$ cat config.mk
export PLATFORM = sky130hd
export DESIGN_NAME = bist_controller_flat
export DESIGN_NICKNAME = d
export VERILOG_FILES = /design/src/rtl/bist_controller_if.sv /design/src/rtl/bist_controller.sv /design/src/flat_wrapper.sv
export SDC_FILE = /design/constraint.sdc
export NUM_CORES = 1
export LEC_CHECK = 0
export ABC_CLOCK_PERIOD_IN_PS = 1750
export CAP_MARGIN = 10
export CORE_UTILIZATION = 55
export CTS_CLUSTER_SIZE = 28
export DETAILED_ROUTE_END_ITERATION = 8
export PLACE_DENSITY_LB_ADDON = 0.2
export SKIP_LAST_GASP = 1
export SLEW_MARGIN = 10
export SYNTH_ARGS = -nofsm -noshare
export SYNTH_HDL_FRONTEND = slang
export SYNTH_SLANG_ARGS = --single-unit
$ cat constraint.sdc
create_clock -name clk -period 1.75 [get_ports clk]
set_input_delay 0.35 -clock clk [delete_from_list [all_inputs] [get_ports clk]]
set_output_delay 0.35 -clock clk [all_outputs]
set_load 0.01 [all_outputs]
$ cat src/rtl/bist_controller_if.sv
// Handshake/status bundle between a BIST sequencer and its host/CUT wrapper.
// The sig port exists only when BIST_SIGNATURE_EN is defined.
interface bist_controller_if #(
   parameter int ERR_W = 8
);
   logic             start;
   logic             abort;
   logic             x_ref;
   logic             x_dut;
   logic             lfsr_load;
   logic             lfsr_en;
   logic [1:0]       fault_sel;
   logic             busy;
   logic             done;
   logic             pass;
   logic             fail;
   logic [ERR_W-1:0] err_cnt;
   logic [2:0]       det_mask;
`ifdef BIST_SIGNATURE_EN
   logic [15:0]      sig;

   modport slave (
      input  start, abort, x_ref, x_dut,
      output lfsr_load, lfsr_en, fault_sel, busy, done, pass, fail,
             err_cnt, det_mask, sig
   );
   modport master (
      output start, abort, x_ref, x_dut,
      input  lfsr_load, lfsr_en, fault_sel, busy, done, pass, fail,
             err_cnt, det_mask, sig
   );
`else
   modport slave (
      input  start, abort, x_ref, x_dut,
      output lfsr_load, lfsr_en, fault_sel, busy, done, pass, fail,
             err_cnt, det_mask
   );
   modport master (
      output start, abort, x_ref, x_dut,
      input  lfsr_load, lfsr_en, fault_sel, busy, done, pass, fail,
             err_cnt, det_mask
   );
`endif
endinterface

$ cat src/rtl/bist_controller.sv
// Three-session CLB BIST sequencer (fault-free, stuck-at-0, stuck-at-1) with strobed compare.
// Optional 16-bit MISR signature on x_dut enabled by defining BIST_SIGNATURE_EN.
module bist_controller #(
   parameter int NPAT     = 16,
   parameter int PIPE_LAT = 2,
   parameter int ERR_W    = 8
) (
   input  logic               clk,
   input  logic               rst,
   bist_controller_if.slave   bus
);

   typedef enum logic [2:0] {
      ST_IDLE  = 3'd0,
      ST_SEED  = 3'd1,
      ST_RUN   = 3'd2,
      ST_DRAIN = 3'd3,
      ST_EVAL  = 3'd4,
      ST_DONE  = 3'd5
   } state_t;

   localparam logic [7:0]       NPAT_LAST  = 8'(NPAT - 1);
   localparam logic [7:0]       DRAIN_LAST = 8'(PIPE_LAT - 1);
   localparam logic [ERR_W-1:0] ERR_MAX    = {ERR_W{1'b1}};
   localparam logic [ERR_W-1:0] ERR_ZERO   = {ERR_W{1'b0}};
   localparam logic [ERR_W-1:0] ERR_ONE    = ERR_W'(1);

   state_t               state_r;
   logic [7:0]           cnt_r;
   logic [PIPE_LAT-1:0]  strb_pipe_r;
   logic                 lfsr_load_r;
   logic                 lfsr_en_r;
   logic [1:0]           fault_sel_r;
   logic                 busy_r;
   logic                 done_r;
   logic                 pass_r;
   logic                 fail_r;
   logic [ERR_W-1:0]     err_cnt_r;
   logic [2:0]           det_mask_r;

   logic                 strobe_s;
   logic                 mis_s;
   logic                 hit_s;
   logic [2:0]           det_upd_s;

   assign strobe_s = strb_pipe_r[PIPE_LAT-1];
   assign mis_s    = strobe_s & (bus.x_ref ^ bus.x_dut);

   // Session verdict: the clean run must see no errors, the faulted runs must see some.
   always_comb begin
      hit_s     = 1'b0;
      det_upd_s = det_mask_r;
      if (fault_sel_r == 2'b00) begin
         hit_s = (err_cnt_r == ERR_ZERO);
      end else begin
         hit_s = (err_cnt_r != ERR_ZERO);
      end
      case (fault_sel_r)
         2'b00:   det_upd_s[0] = hit_s;
         2'b01:   det_upd_s[1] = hit_s;
         2'b10:   det_upd_s[2] = hit_s;
         default: det_upd_s    = det_mask_r;
      endcase
   end

   // Compare strobe: lfsr_en delayed by the CUT pipeline latency.
   always_ff @(posedge clk or negedge rst) begin
      if (!rst) begin
         strb_pipe_r <= {PIPE_LAT{1'b0}};
      end else if (bus.abort) begin
         strb_pipe_r <= {PIPE_LAT{1'b0}};
      end else begin
         strb_pipe_r <= PIPE_LAT'({strb_pipe_r, lfsr_en_r});
      end
   end

   // Session sequencer, mismatch counter and all registered status outputs.
   always_ff @(posedge clk or negedge rst) begin
      if (!rst) begin
         state_r     <= ST_IDLE;
         cnt_r       <= 8'd0;
         lfsr_load_r <= 1'b0;
         lfsr_en_r   <= 1'b0;
         fault_sel_r <= 2'b00;
         busy_r      <= 1'b0;
         done_r      <= 1'b0;
         pass_r      <= 1'b0;
         fail_r      <= 1'b0;
         err_cnt_r   <= ERR_ZERO;
         det_mask_r  <= 3'b000;
      end else if (bus.abort) begin
         state_r     <= ST_IDLE;
         cnt_r       <= 8'd0;
         lfsr_load_r <= 1'b0;
         lfsr_en_r   <= 1'b0;
         fault_sel_r <= 2'b00;
         busy_r      <= 1'b0;
         done_r      <= 1'b0;
         pass_r      <= 1'b0;
         fail_r      <= 1'b0;
         err_cnt_r   <= ERR_ZERO;
         det_mask_r  <= 3'b000;
      end else begin
         lfsr_load_r <= 1'b0;
         if (mis_s && (err_cnt_r != ERR_MAX)) begin
            err_cnt_r <= err_cnt_r + ERR_ONE;
         end
         case (state_r)
            ST_IDLE, ST_DONE: begin
               if (bus.start) begin
                  state_r     <= ST_SEED;
                  cnt_r       <= 8'd0;
                  lfsr_load_r <= 1'b1;
                  fault_sel_r <= 2'b00;
                  busy_r      <= 1'b1;
                  done_r      <= 1'b0;
                  pass_r      <= 1'b0;
                  fail_r      <= 1'b0;
                  err_cnt_r   <= ERR_ZERO;
                  det_mask_r  <= 3'b000;
               end
            end
            ST_SEED: begin
               state_r   <= ST_RUN;
               cnt_r     <= 8'd0;
               lfsr_en_r <= 1'b1;
            end
            ST_RUN: begin
               if (cnt_r == NPAT_LAST) begin
                  state_r   <= ST_DRAIN;
                  cnt_r     <= 8'd0;
                  lfsr_en_r <= 1'b0;
               end else begin
                  cnt_r <= cnt_r + 8'd1;
               end
            end
            ST_DRAIN: begin
               if (cnt_r == DRAIN_LAST) begin
                  state_r <= ST_EVAL;
                  cnt_r   <= 8'd0;
               end else begin
                  cnt_r <= cnt_r + 8'd1;
               end
            end
            ST_EVAL: begin
               det_mask_r <= det_upd_s;
               if (fault_sel_r == 2'b10) begin
                  state_r <= ST_DONE;
                  busy_r  <= 1'b0;
                  done_r  <= 1'b1;
                  pass_r  <= (det_upd_s == 3'b111);
                  fail_r  <= (det_upd_s != 3'b111);
               end else begin
                  // The next session starts from a fresh seed and a clean error count.
                  state_r     <= ST_SEED;
                  fault_sel_r <= fault_sel_r + 2'b01;
                  lfsr_load_r <= 1'b1;
                  err_cnt_r   <= ERR_ZERO;
               end
            end
            default: begin
               state_r   <= ST_IDLE;
               cnt_r     <= 8'd0;
               lfsr_en_r <= 1'b0;
               busy_r    <= 1'b0;
            end
         endcase
      end
   end

   assign bus.lfsr_load = lfsr_load_r;
   assign bus.lfsr_en   = lfsr_en_r;
   assign bus.fault_sel = fault_sel_r;
   assign bus.busy      = busy_r;
   assign bus.done      = done_r;
   assign bus.pass      = pass_r;
   assign bus.fail      = fail_r;
   assign bus.err_cnt   = err_cnt_r;
   assign bus.det_mask  = det_mask_r;

`ifdef BIST_SIGNATURE_EN
   logic [15:0] misr_r;
   logic [15:0] sig_r;

   // One MISR step, polynomial x^16 + x^12 + x^5 + 1.
   function automatic logic [15:0] misr_step(input logic [15:0] s, input logic d);
      logic [15:0] n;
      n = {s[14:0], 1'b0} ^ (s[15] ? 16'h1021 : 16'h0000);
      return n ^ {15'd0, d};
   endfunction

   // Signature compaction of x_dut on every strobe; snapshot taken in EVAL.
   always_ff @(posedge clk or negedge rst) begin
      if (!rst) begin
         misr_r <= 16'h0000;
         sig_r  <= 16'h0000;
      end else if (bus.abort) begin
         misr_r <= 16'h0000;
         sig_r  <= 16'h0000;
      end else if (state_r == ST_SEED) begin
         misr_r <= 16'h0000;
         sig_r  <= 16'h0000;
      end else begin
         if (strobe_s) begin
            misr_r <= misr_step(misr_r, bus.x_dut);
         end
         if (state_r == ST_EVAL) begin
            sig_r <= misr_r;
         end
      end
   end

   assign bus.sig = sig_r;
`endif

endmodule

$ cat src/flat_wrapper.sv
// flat-port wrapper written by rule: the top's interface ports become plain ports
module bist_controller_flat 
#(
   parameter int NPAT     = 16,
   parameter int PIPE_LAT = 2,
   parameter int ERR_W    = 8
)
  (clk, rst, bus_start, bus_abort, bus_x_ref, bus_x_dut, bus_lfsr_load, bus_lfsr_en, bus_fault_sel, bus_busy, bus_done, bus_pass, bus_fail, bus_err_cnt, bus_det_mask);
  bist_controller_if #(.ERR_W(ERR_W)) bus_i ();
  input  logic clk;
  input  logic rst;
  input wire logic [$bits(bus_i.start)-1:0] bus_start;
  input wire logic [$bits(bus_i.abort)-1:0] bus_abort;
  input wire logic [$bits(bus_i.x_ref)-1:0] bus_x_ref;
  input wire logic [$bits(bus_i.x_dut)-1:0] bus_x_dut;
  output wire logic [$bits(bus_i.lfsr_load)-1:0] bus_lfsr_load;
  output wire logic [$bits(bus_i.lfsr_en)-1:0] bus_lfsr_en;
  output wire logic [$bits(bus_i.fault_sel)-1:0] bus_fault_sel;
  output wire logic [$bits(bus_i.busy)-1:0] bus_busy;
  output wire logic [$bits(bus_i.done)-1:0] bus_done;
  output wire logic [$bits(bus_i.pass)-1:0] bus_pass;
  output wire logic [$bits(bus_i.fail)-1:0] bus_fail;
  output wire logic [$bits(bus_i.err_cnt)-1:0] bus_err_cnt;
  output wire logic [$bits(bus_i.det_mask)-1:0] bus_det_mask;
  assign bus_i.start = bus_start;
  assign bus_i.abort = bus_abort;
  assign bus_i.x_ref = bus_x_ref;
  assign bus_i.x_dut = bus_x_dut;
  assign bus_lfsr_load = bus_i.lfsr_load;
  assign bus_lfsr_en = bus_i.lfsr_en;
  assign bus_fault_sel = bus_i.fault_sel;
  assign bus_busy = bus_i.busy;
  assign bus_done = bus_i.done;
  assign bus_pass = bus_i.pass;
  assign bus_fail = bus_i.fail;
  assign bus_err_cnt = bus_i.err_cnt;
  assign bus_det_mask = bus_i.det_mask;
  bist_controller #(.NPAT(NPAT), .PIPE_LAT(PIPE_LAT), .ERR_W(ERR_W)) u_core (.clk(clk), .rst(rst), .bus(bus_i));
endmodule
==> results of run 1 <==
## synthesized netlist by cell type (3+ instances only)
library cell / number
buf_2: 3
a32o_1: 3
xor2_1: 3
o21ai_1: 4
nor2b_1: 5
nand4_1: 5
inv_1: 10
nand2_1: 21
o21ai_0: 8
mux2i_1: 5
and3_1: 3
ha_1: 7
a211o_1: 3
a21oi_1: 7
dfrtp_1: 32
nor3_1: 5
nand3_1: 12
and2_1: 3
nor2_1: 20
nand2b_1: 4
## placed cells by master, fill, tap and decap left out, drive strengths merged, types with 5 or more instances in the layout
master and count:
inv 10, ha 7, nor3 5, clkbuf 5
o21ai 12, nand2b 5, nor2 20, mux2i 5
clkdlybuf4s50 24, nand4 5, nand3 12, buf 22
nor2b 5, dfrtp 32, a21oi 8, nand2 21
## layout make-up
type / instances / area share [%]
Clock inverter: 3 / 1.73
Multi-Input combinational cell: 159 / 43.6
Clock buffer: 5 / 1.52
Sequential cell: 32 / 32.8
Inverter: 10 / 1.52
Tap cell: 46 / 2.34
Timing Repair Buffer: 46 / 16.5
## power by group through the flow
stage	clock, uW	sequential, uW	combinational (uW)
2_1_floorplan	0	890	443
3_3_place_gp	0	915	623
3_5_place_dp	0	923	646
4_1_cts	586	908	648
5_1_grt	630	923	733
6_report	577	910	653
## through the flow
| stage | util [%] | cell area [sq um] |
|---|---|---|
| 6_report | 73.2 | 2460 |
| 5_1_grt | 73.2 | 2460 |
| 4_1_cts | 71.3 | 2400 |
| 3_5_place_dp | 68.8 | 2310 |
| 3_3_place_gp | 68.8 | 2310 |
| 2_1_floorplan | - | 1960 |
## repair_timing
item / CTS / global route
buffers inserted: 0 / 6
cloned: 0 / 0
pin swaps: 0 / 0
gates resized for setup: 4 / 6
setup endpoints to repair: 4 / 10
## flip-flops by register name, summed over array words and instances, names as in the netlist
register	count
u_core.bus.err_cnt	8
u_core.cnt_r	8
u_core.bus.det_mask	3
u_core.state_r	3
u_core.bus.fault_sel	2
u_core.strb_pipe_r	2
u_core.bus.busy	1
u_core.bus.done	1
u_core.bus.fail	1
u_core.bus.lfsr_en	1
u_core.bus.lfsr_load	1
u_core.bus.pass	1
## worst paths after layout
kind | startpoint | end | cells past startpoint
max in group asynchronous | rst | u_core.bus.err_cnt[3] | 2
setup reg to reg | u_core.state_r[1] | u_core.cnt_r[3] | 5
hold reg to reg | u_core.strb_pipe_r[0] | u_core.strb_pipe_r[1] | 1
hold / removal | rst | u_core.strb_pipe_r[1] | 2
min in group clk | u_core.strb_pipe_r[0] | u_core.strb_pipe_r[1] | 1
setup / recovery | u_core.bus.err_cnt[6] | bus_err_cnt[6] | 1
## layer usage
| metal | track usage, % | vias up |
|---|---|---|
| met4 | 10.5 | 0 |
| met5 | 0 | - |
| met2 | 46.1 | 61 |
| li1 | - | 853 |
| met1 | 31.7 | 835 |
| met3 | 6.30 | 5 |
## logic make-up after synthesis
kind of cell | synth area share, %
buf+inv | 5.24
flops | 40.9
xor+xnor | 2.24
fa+ha+maj | 4.47
simple gates | 26.8
mux | 2.55
compound gates | 17.9
==> out/results.tsv, run 1 <==
stage	metric	value	unit
finish	antenna_cells	0	
sta	finalSetupViolCount	0	
power_and_ir_drop	internal_power	1410	uW
clock_network	cts_tree	done	
critical_path	cp_num_buf_inv	1	
synth	yosysWarnings	0	
synth	yosysSeqAreaShare	40.9	%
floorplan	die-area	0.00381	sq mm
finish	area_growth	25.7	%
critical_path	critPathArrivalTime	1360	ps
drt	wl_met3	221	um
placement	place_congestion	0.865	
drt	routed_via_density	5.83	
sta	finalSetupTns	0	ps
placement	io_buffers	24	
clock_network	clock-sinks	32	
drt	routedWlPerCell	15.3	um
placement	hpwl	3190	um
power_and_ir_drop	total_power	2140	uW
sta	relSlewSlack	64.7	%
critical_path	startpoint_type	flip-flop	
drt	drt-total-wl	4610	um
drt	highest_layer	met4	
global_route	gr-total-overflow	0	
status	status	finished clean	
drt	antenna_left	0	
synth	synth_cell_types	58	
power_and_ir_drop	switching_share	34.1	%
power_and_ir_drop	p_leak	0.00107	uW
finish	stdcell_count	301	
sta	fmax	584	MHz
global_route	antenna_found_initial	0	
sta	slew_viol_final	0	
sta	hold_ws	396	ps
power_and_ir_drop	p_clk_share	26.9	%
synth	synth_top_area_share	40.9	%
synth	yosys_most_used_dff	dfrtp_1	
drt	drc	0	
finish	multi_input_area	0.00107	sq mm
floorplan	die_w	61.7	um
power_and_ir_drop	sequentialPowerShare	42.5	%
critical_path	critPathKind	reg -> out	
floorplan	initial_core_util	58.3	%
sta	skew	18.4	ps
floorplan	ios	25	
global_route	first_global_vias	1636	
finish	fillers	265	
power_and_ir_drop	pwr-share-comb	30.5	%
clock_network	clkLatencyLatePin	350	ps
synth	syn_area	0.00196	sq mm
synth	synth-edff-count	0	
clock_network	hold_buffers	0	
critical_path	end_kind	primary output	
finish	ff_latch_area	808	sq um
global_route	grt_pass1_wl	7220	um
synth	yosysTopAreaCell	dfrtp_1	
sta	postLayoutSetupSlackWorst	36.5	ps
placement	dpl_worst_slack	-181	ps
sta	finalHoldViolCount	0	
sta	period_minus_slack	1710	ps
synth	async_flop_share	100	%
run	drv_cap	0	
synth	avgSynthCellArea	9.29	sq um
sta	rsz0062_at_grt	true	
finish	drive_above_1_share	18.4	%
finish	num-nets-final	267	
drt	first_iter_violations	149	
critical_path	required	1400	ps
drt	wl_met2	2270	um
synth	yosys_register_bits	32	
sta	worst_pin_slew	530	ps
critical_path	reg2reg_setup_slack	130	ps
floorplan	coreArea	0.00336	sq mm
drt	drt-pass1-iter-count	6	
clock_network	cts_buffer_depth	2	
sta	min_period_over_period	97.9	%
floorplan	rows	21	
clock_network	root_buffer	clkbuf_4	
drt	vias	1754	
placement	placed_cells	287	
critical_path	cp_top_family	buffers and inverters	
power_and_ir_drop	p_per_area	869	mW/mm^2
power_and_ir_drop	power_switching	730	uW
critical_path	slowest_stage	clkdlybuf4s50_1	
critical_path	critPathMaxFanout	7	
clock_network	cts-buffers-inserted	5	
synth	synthTopCellsByArea	dfrtp_1 (41%), ha_1 (4.5%), nand2_1 (4.0%)	
power_and_ir_drop	ir_worst_vdd	0.627	mV
floorplan	die_h	61.7	um
global_route	grt_max_degree	33	
global_route	grt_util_all_layers	26.6	%
critical_path	cpPeakStageDelay	560	ps
drt	wl_met1	2060	um
clock_network	clk_pin_slew	120	ps
critical_path	cp_cell_sequence	clkdlybuf4s50_1	
synth	synth_nets	224	
synth	syn_inst	211	
clock_network	h-tree-depth	2	
hold_path	hp-class	in -> async	
(Power assumes the default switching activity.)
==> run 2, diff against run 1 <==
Settings changed: CORE_MARGIN set to 4, SKIP_LAST_GASP 1 to not set.
==> run 2 against run 1 <==
Hold slack lost 4.6 ps. Power up 4.0%. Clock skew down 9.3 ps. Register-to-register slack is essentially flat. Combinational power rose by 3%. Setup slack improved by 34 ps. Global-route usage down 4.2 points. Critical path depth stayed put. Sequential share of layout area shrank 0.36 points. Core utilization up 0.13 points. Non-clock buffer count grew 1. Fmax grew 2.0%. Highest routed layer unchanged.
==> out/results.tsv, run 2 (synthesis results as in run 1) <==
stage	metric	value	unit	change
power_and_ir_drop	pwr-share-comb	30.1	%	-0.4 points
finish	multi_input_area	0.00107	sq mm	unchanged
floorplan	ios	25		unchanged
finish	area_growth	26.9	%	
clock_network	cts_tree	done		
floorplan	die_h	67.7	um	+9.7%
power_and_ir_drop	p_leak	0.00110	uW	+3.3%
finish	ff_latch_area	807	sq um	-0.15%
floorplan	rows	21		unchanged
floorplan	coreArea	0.00339	sq mm	+0.78%
drt	first_iter_violations	149		unchanged
drt	drt-pass1-iter-count	4		-2
critical_path	startpoint_type	flip-flop		
power_and_ir_drop	power_switching	721	uW	-1.3%
sta	finalHoldViolCount	0		unchanged
critical_path	required	1400	ps	about the same
power_and_ir_drop	ir_worst_vdd	0.736	mV	+18%
sta	slew_viol_final	0		unchanged
clock_network	h-tree-depth	2		unchanged
power_and_ir_drop	p_clk_share	29.0	%	+2.1 points
critical_path	slowest_stage	clkdlybuf4s50_1		
sta	period_minus_slack	1680	ps	-33.9 ps
placement	place_congestion	0.835		-3.5%
run	drv_cap	0		unchanged
power_and_ir_drop	internal_power	1500	uW	+6.7%
finish	antenna_cells	0		unchanged
clock_network	cts_buffer_depth	2		unchanged
floorplan	initial_core_util	57.8	%	-0.45 points
finish	layout.cells.most_common_list	dfrtp_1 (27), clkdlybuf4s50_1 (23), buf_4 (23)		
finish	num-nets-final	268		+0.37%
placement	io_buffers	24		unchanged
placement	placed_area	0.00235	sq mm	+1.6%
drt	antenna_left	0		unchanged
sta	relSlewSlack	65.7	%	+1.0 points
critical_path	cp_cell_sequence	clkdlybuf4s50_1		
critical_path	end_kind	primary output		
power_and_ir_drop	switching_share	32.4	%	-1.7 points
floorplan	die_w	67.7	um	+9.7%
global_route	grt_util_all_layers	22.3	%	-4.2 points
power_and_ir_drop	p_per_area	895	mW/mm^2	+3.0%
clock_network	clkLatencyLatePin	340	ps	about the same
sta	finalSetupViolCount	0		unchanged
global_route	grt_pass1_wl	7650	um	+5.8%
power_and_ir_drop	sequentialPowerShare	40.9	%	-1.6 points
critical_path	critPathKind	reg -> out		
clock_network	root_buffer	clkbuf_4		
sta	rsz0062_at_grt	false		
finish	final_common_cell	dfrtp_1		
sta	fmax	595	MHz	+2.0%
clock_network	clock-sinks	32		unchanged
critical_path	critPathArrivalTime	1330	ps	-30 ps
critical_path	cp_top_family	buffers and inverters		
critical_path	cp_num_buf_inv	1		unchanged
finish	drive_above_1_share	18.4	%	-0.072 points
placement	hpwl	3350	um	+4.9%
sta	skew	9.11	ps	-9.27 ps
floorplan	die-area	0.00458	sq mm	+20%
clock_network	clk_pin_slew	110	ps	about the same
drt	routedWlPerCell	14.9	um	-2.5%
status	status	finished clean		
hold_path	hp-class	in -> async		
global_route	first_global_vias	1766		+7.9%
sta	worst_pin_slew	514	ps	-15.1 ps
critical_path	critPathMaxFanout	6		-1
finish	fillers	265		unchanged
global_route	gr-total-overflow	0		unchanged
sta	min_period_over_period	96.0	%	-1.9 points
power_and_ir_drop	total_power	2230	uW	+4.0%
drt	vias	1777		+1.3%
drt	routed_via_density	5.88		+0.98%
critical_path	cpPeakStageDelay	550	ps	about the same
clock_network	hold_buffers	0		unchanged
global_route	antenna_found_initial	0		unchanged
finish	design_area	0.00249	sq mm	+0.97%
global_route	grt_max_degree	33		unchanged
drt	drt-total-wl	4510	um	-2.1%
clock_network	cts-buffers-inserted	5		unchanged
drt	drc	0		unchanged
==> run 2: stage by stage <==
step	setup TNS (ps)	worst slack [ps]	util, %	instances	hold WS [ps]
final	0	70.4	73.3	302	392
after CTS	0	31.6	72.2	300	398
after global placement	-1780	-172	69.3	292	460
after global routing	0	3.63	73.3	302	410
after detailed placement	-2430	-196	69.3	292	491
after floorplan	0	226	-	211	54.4
==> run 2: cell type report <==
cell class | count | area share (%)
clock buffers | 7 | 2.62
clock inverters | 1 | 1.21
inverters | 10 | 1.51
multi-input cells | 159 | 43.2
flip-flops and latches | 32 | 32.5
well taps | 46 | 2.32
repair buffers | 47 | 16.7
==> run 2: per-layer routing <==
layer	vias to the layer above	part of all wire, %	track usage, %
met4	0	1.4	8.10
met5	-	0	0
li1	857	-	-
met1	854	44	27.4
met2	59	49	37.5
met3	7	6.4	5.82
==> run 2: power by group through the flow <==
stage / logic (uW) / registers (uW) / clock network, uW
after CTS: 668 / 909 / 667
after floorplan: 443 / 890 / 0
after global routing: 742 / 922 / 701
final: 670 / 911 / 645
after global placement: 641 / 916 / 0
after detailed placement: 663 / 925 / 0
==> run 2: path summary, 6_finish.rpt <==
check / from / slack, ps / depth (start not counted) / endpoint
worst max-delay path: u_core.bus.err_cnt[7] / 70 / 1 / bus_err_cnt[7]
worst min-delay path: rst / 390 / 2 / u_core.bus.fail
worst max register to register: u_core.bus.fault_sel[0] / 130 / 5 / u_core.bus.err_cnt[3]
worst min register to register: u_core.strb_pipe_r[0] / 510 / 1 / u_core.strb_pipe_r[1]
max in group asynchronous: rst / 1040 / 2 / u_core.bus.err_cnt[2]
min in group clk: u_core.strb_pipe_r[0] / 510 / 1 / u_core.strb_pipe_r[1]
==> run 2: repair_timing <==
| action | in CTS | in global routing |
|---|---|---|
| endpoints found under the setup margin | 3 | 9 |
| buffers inserted | 0 | 2 |
| resized for setup | 3 | 7 |
==> run 3, diff against run 2 <==
Settings changed: CORE_MARGIN 4 to not set, TNS_END_PERCENT set to 50.
==> run 3 against run 2 <==
Power down 4.1%. Clock skew grew 7.8 ps. Core utilization shrank 1.2 points. Hold slack improved by 10 ps.
==> out/results.tsv, run 3 (synthesis results as in run 1) <==
stage	metric	value	unit	change
global_route	grt_max_degree	33		unchanged
clock_network	post-cts-setup-buffer-count	0		unchanged
critical_path	r2r_cells	5		unchanged
power_and_ir_drop	total_power	2130	uW	-4.1%
sta	finalSetupViolCount	0		unchanged
global_route	grt_pass1_wl	7220	um	-5.5%
status	status	finished clean		
drt	routedWlPerCell	15.2	um	+1.7%
clock_network	cts-buffers-inserted	5		unchanged
drt	drc	0		unchanged
sta	worst_pin_slew	515	ps	+0.153 ps
placement	io_buffers	24		unchanged
drt	first_iter_violations	116		-22%
finish	ff_latch_area	808	sq um	+0.16%
critical_path	slowest_stage	clkdlybuf4s50_1		
clock_network	clkLatencyLatePin	350	ps	about the same
power_and_ir_drop	ir_worst_vdd	0.620	mV	-16%
clock_network	h-tree-depth	2		unchanged
clock_network	cts_tree	done		
critical_path	r2r_end	u_core.cnt_r[3]		
global_route	grt_util_all_layers	26.6	%	+4.2 points
placement	place_congestion	0.865		+3.6%
global_route	first_global_vias	1636		-7.4%
hold_path	hp-class	in -> async		
critical_path	cp_cell_sequence	clkdlybuf4s50_1		
clock_network	hold_buffers	0		unchanged
critical_path	startpoint_type	flip-flop		
critical_path	critPathArrivalTime	1330	ps	about the same
placement	dpl_worst_slack	-181	ps	+14.4 ps
critical_path	cp_num_cells	1		unchanged
finish	antenna_cells	0		unchanged
floorplan	die_w	61.7	um	-8.9%
clock_network	clk_pin_slew	120	ps	about the same
placement	hpwl	3190	um	-4.6%
clock_network	clock-sinks	32		unchanged
finish	num-nets-final	261		-2.6%
sta	fmax	595	MHz	about the same
clock_network	root_buffer	clkbuf_4		
critical_path	startpoint	u_core.bus.err_cnt[1]		
finish	area_growth	23.9	%	
floorplan	die_h	61.7	um	-8.9%
sta	rsz0062_at_grt	false		
finish	final_common_cell	dfrtp_1		
run	drv_cap	0		unchanged
sta	period_minus_slack	1680	ps	+1.05 ps
finish	layout.cells.most_common_list	dfrtp_1 (26), nand2_1 (21), nor2_1 (20), clkdlybuf4s50_1 (20), buf_4 (16)		
critical_path	cp_num_buf_inv	1		unchanged
floorplan	coreArea	0.00336	sq mm	-0.78%
drt	vias	1724		-3.0%
drt	antenna_left	0		unchanged
critical_path	cpPeakStageDelay	560	ps	about the same
critical_path	cp-endpoint	bus_err_cnt[1]		
floorplan	die-area	0.00381	sq mm	-17%
sta	postLayoutSetupSlackWorst	69.3	ps	-1.05 ps
finish	drive_above_1_share	16.5	%	-1.9 points
finish	layout.core_utilization	72.2	%	-1.2 points
floorplan	ios	25		unchanged
floorplan	initial_core_util	58.3	%	+0.45 points
drt	drt-total-wl	4480	um	-0.67%
critical_path	required	1400	ps	about the same
critical_path	cp_top_family	buffers and inverters		
critical_path	critPathMaxFanout	5		-1
sta	relSlewSlack	65.7	%	about the same
sta	slew_viol_final	0		unchanged
drt	routed_via_density	5.84		-0.68%
sta	finalHoldViolCount	0		unchanged
finish	fillers	273		+3.0%
floorplan	rows	21		unchanged
global_route	antenna_found_initial	0		unchanged
critical_path	rr_startpoint	u_core.state_r[1]		
finish	multi_input_area	0.00107	sq mm	unchanged
critical_path	end_kind	primary output		
sta	min_period_over_period	96.0	%	about the same
critical_path	critPathKind	reg -> out		
power_and_ir_drop	p_leak	0.00111	uW	+0.67%
drt	drt-pass1-iter-count	5		+1
sta	hold_ws	402	ps	+10.4 ps
critical_path	reg2reg_setup_slack	140	ps	about the same
sta	skew	16.9	ps	+7.78 ps
clock_network	cts_buffer_depth	2		unchanged
global_route	gr-total-overflow	0		unchanged
sta	finalSetupTns	0	ps	unchanged
power_and_ir_drop	p_per_area	879	mW/mm^2	-1.8%
## run 3: worst min path at each step
stage,startpoint,endpoint,slack (ps),cells after the start
global route,rst,u_core.strb_pipe_r[0],420,2
global placement,u_core.strb_pipe_r[0],u_core.strb_pipe_r[1],450,1
CTS,rst,u_core.strb_pipe_r[1],400,2
detailed placement,u_core.strb_pipe_r[0],u_core.strb_pipe_r[1],450,1
finish,rst,u_core.strb_pipe_r[1],400,2
floorplan,rst,u_core.bus.busy,50,0
## run 3: timing repair
item,CTS,global route
hold endpoints to repair,0,0
gates resized for setup,4,10
setup endpoints to repair,4,10
cloned,0,0
## run 3: stage by stage
stage          cells  area, sq um
3_5_place_dp     287         2310
4_1_cts          295         2400
6_report         295         2430
5_1_grt          295         2430
2_1_floorplan    211         1960
3_3_place_gp     287         2310
## run 3: report_power, final
part	total, uW	internal (uW)	switching [uW]
clock network	574	298	276
logic	651	309	343
registers	909	803	105
total	2130	1410	724
## run 3: per-layer routing
metal / routed length (um) / share of wire [%] / global-route usage [%] / vias to the layer above
met4: 61 / 1.4 / 10.5 / 0
met3: 202 / 4.5 / 6.30 / 5
met1: 1960 / 44 / 31.7 / 831
li1: - / - / - / 841
met2: 2250 / 50 / 46.1 / 47
met5: 0 / 0 / 0 / -
## run 3: cell type report
class | count | area share, %
Clock buffer | 5 | 1.55
Clock inverter | 3 | 1.75
Inverter | 10 | 1.55
Multi-Input combinational cell | 159 | 44.2
Sequential cell | 32 | 33.3
Tap cell | 46 | 2.37
Timing Repair Buffer | 40 | 15.3
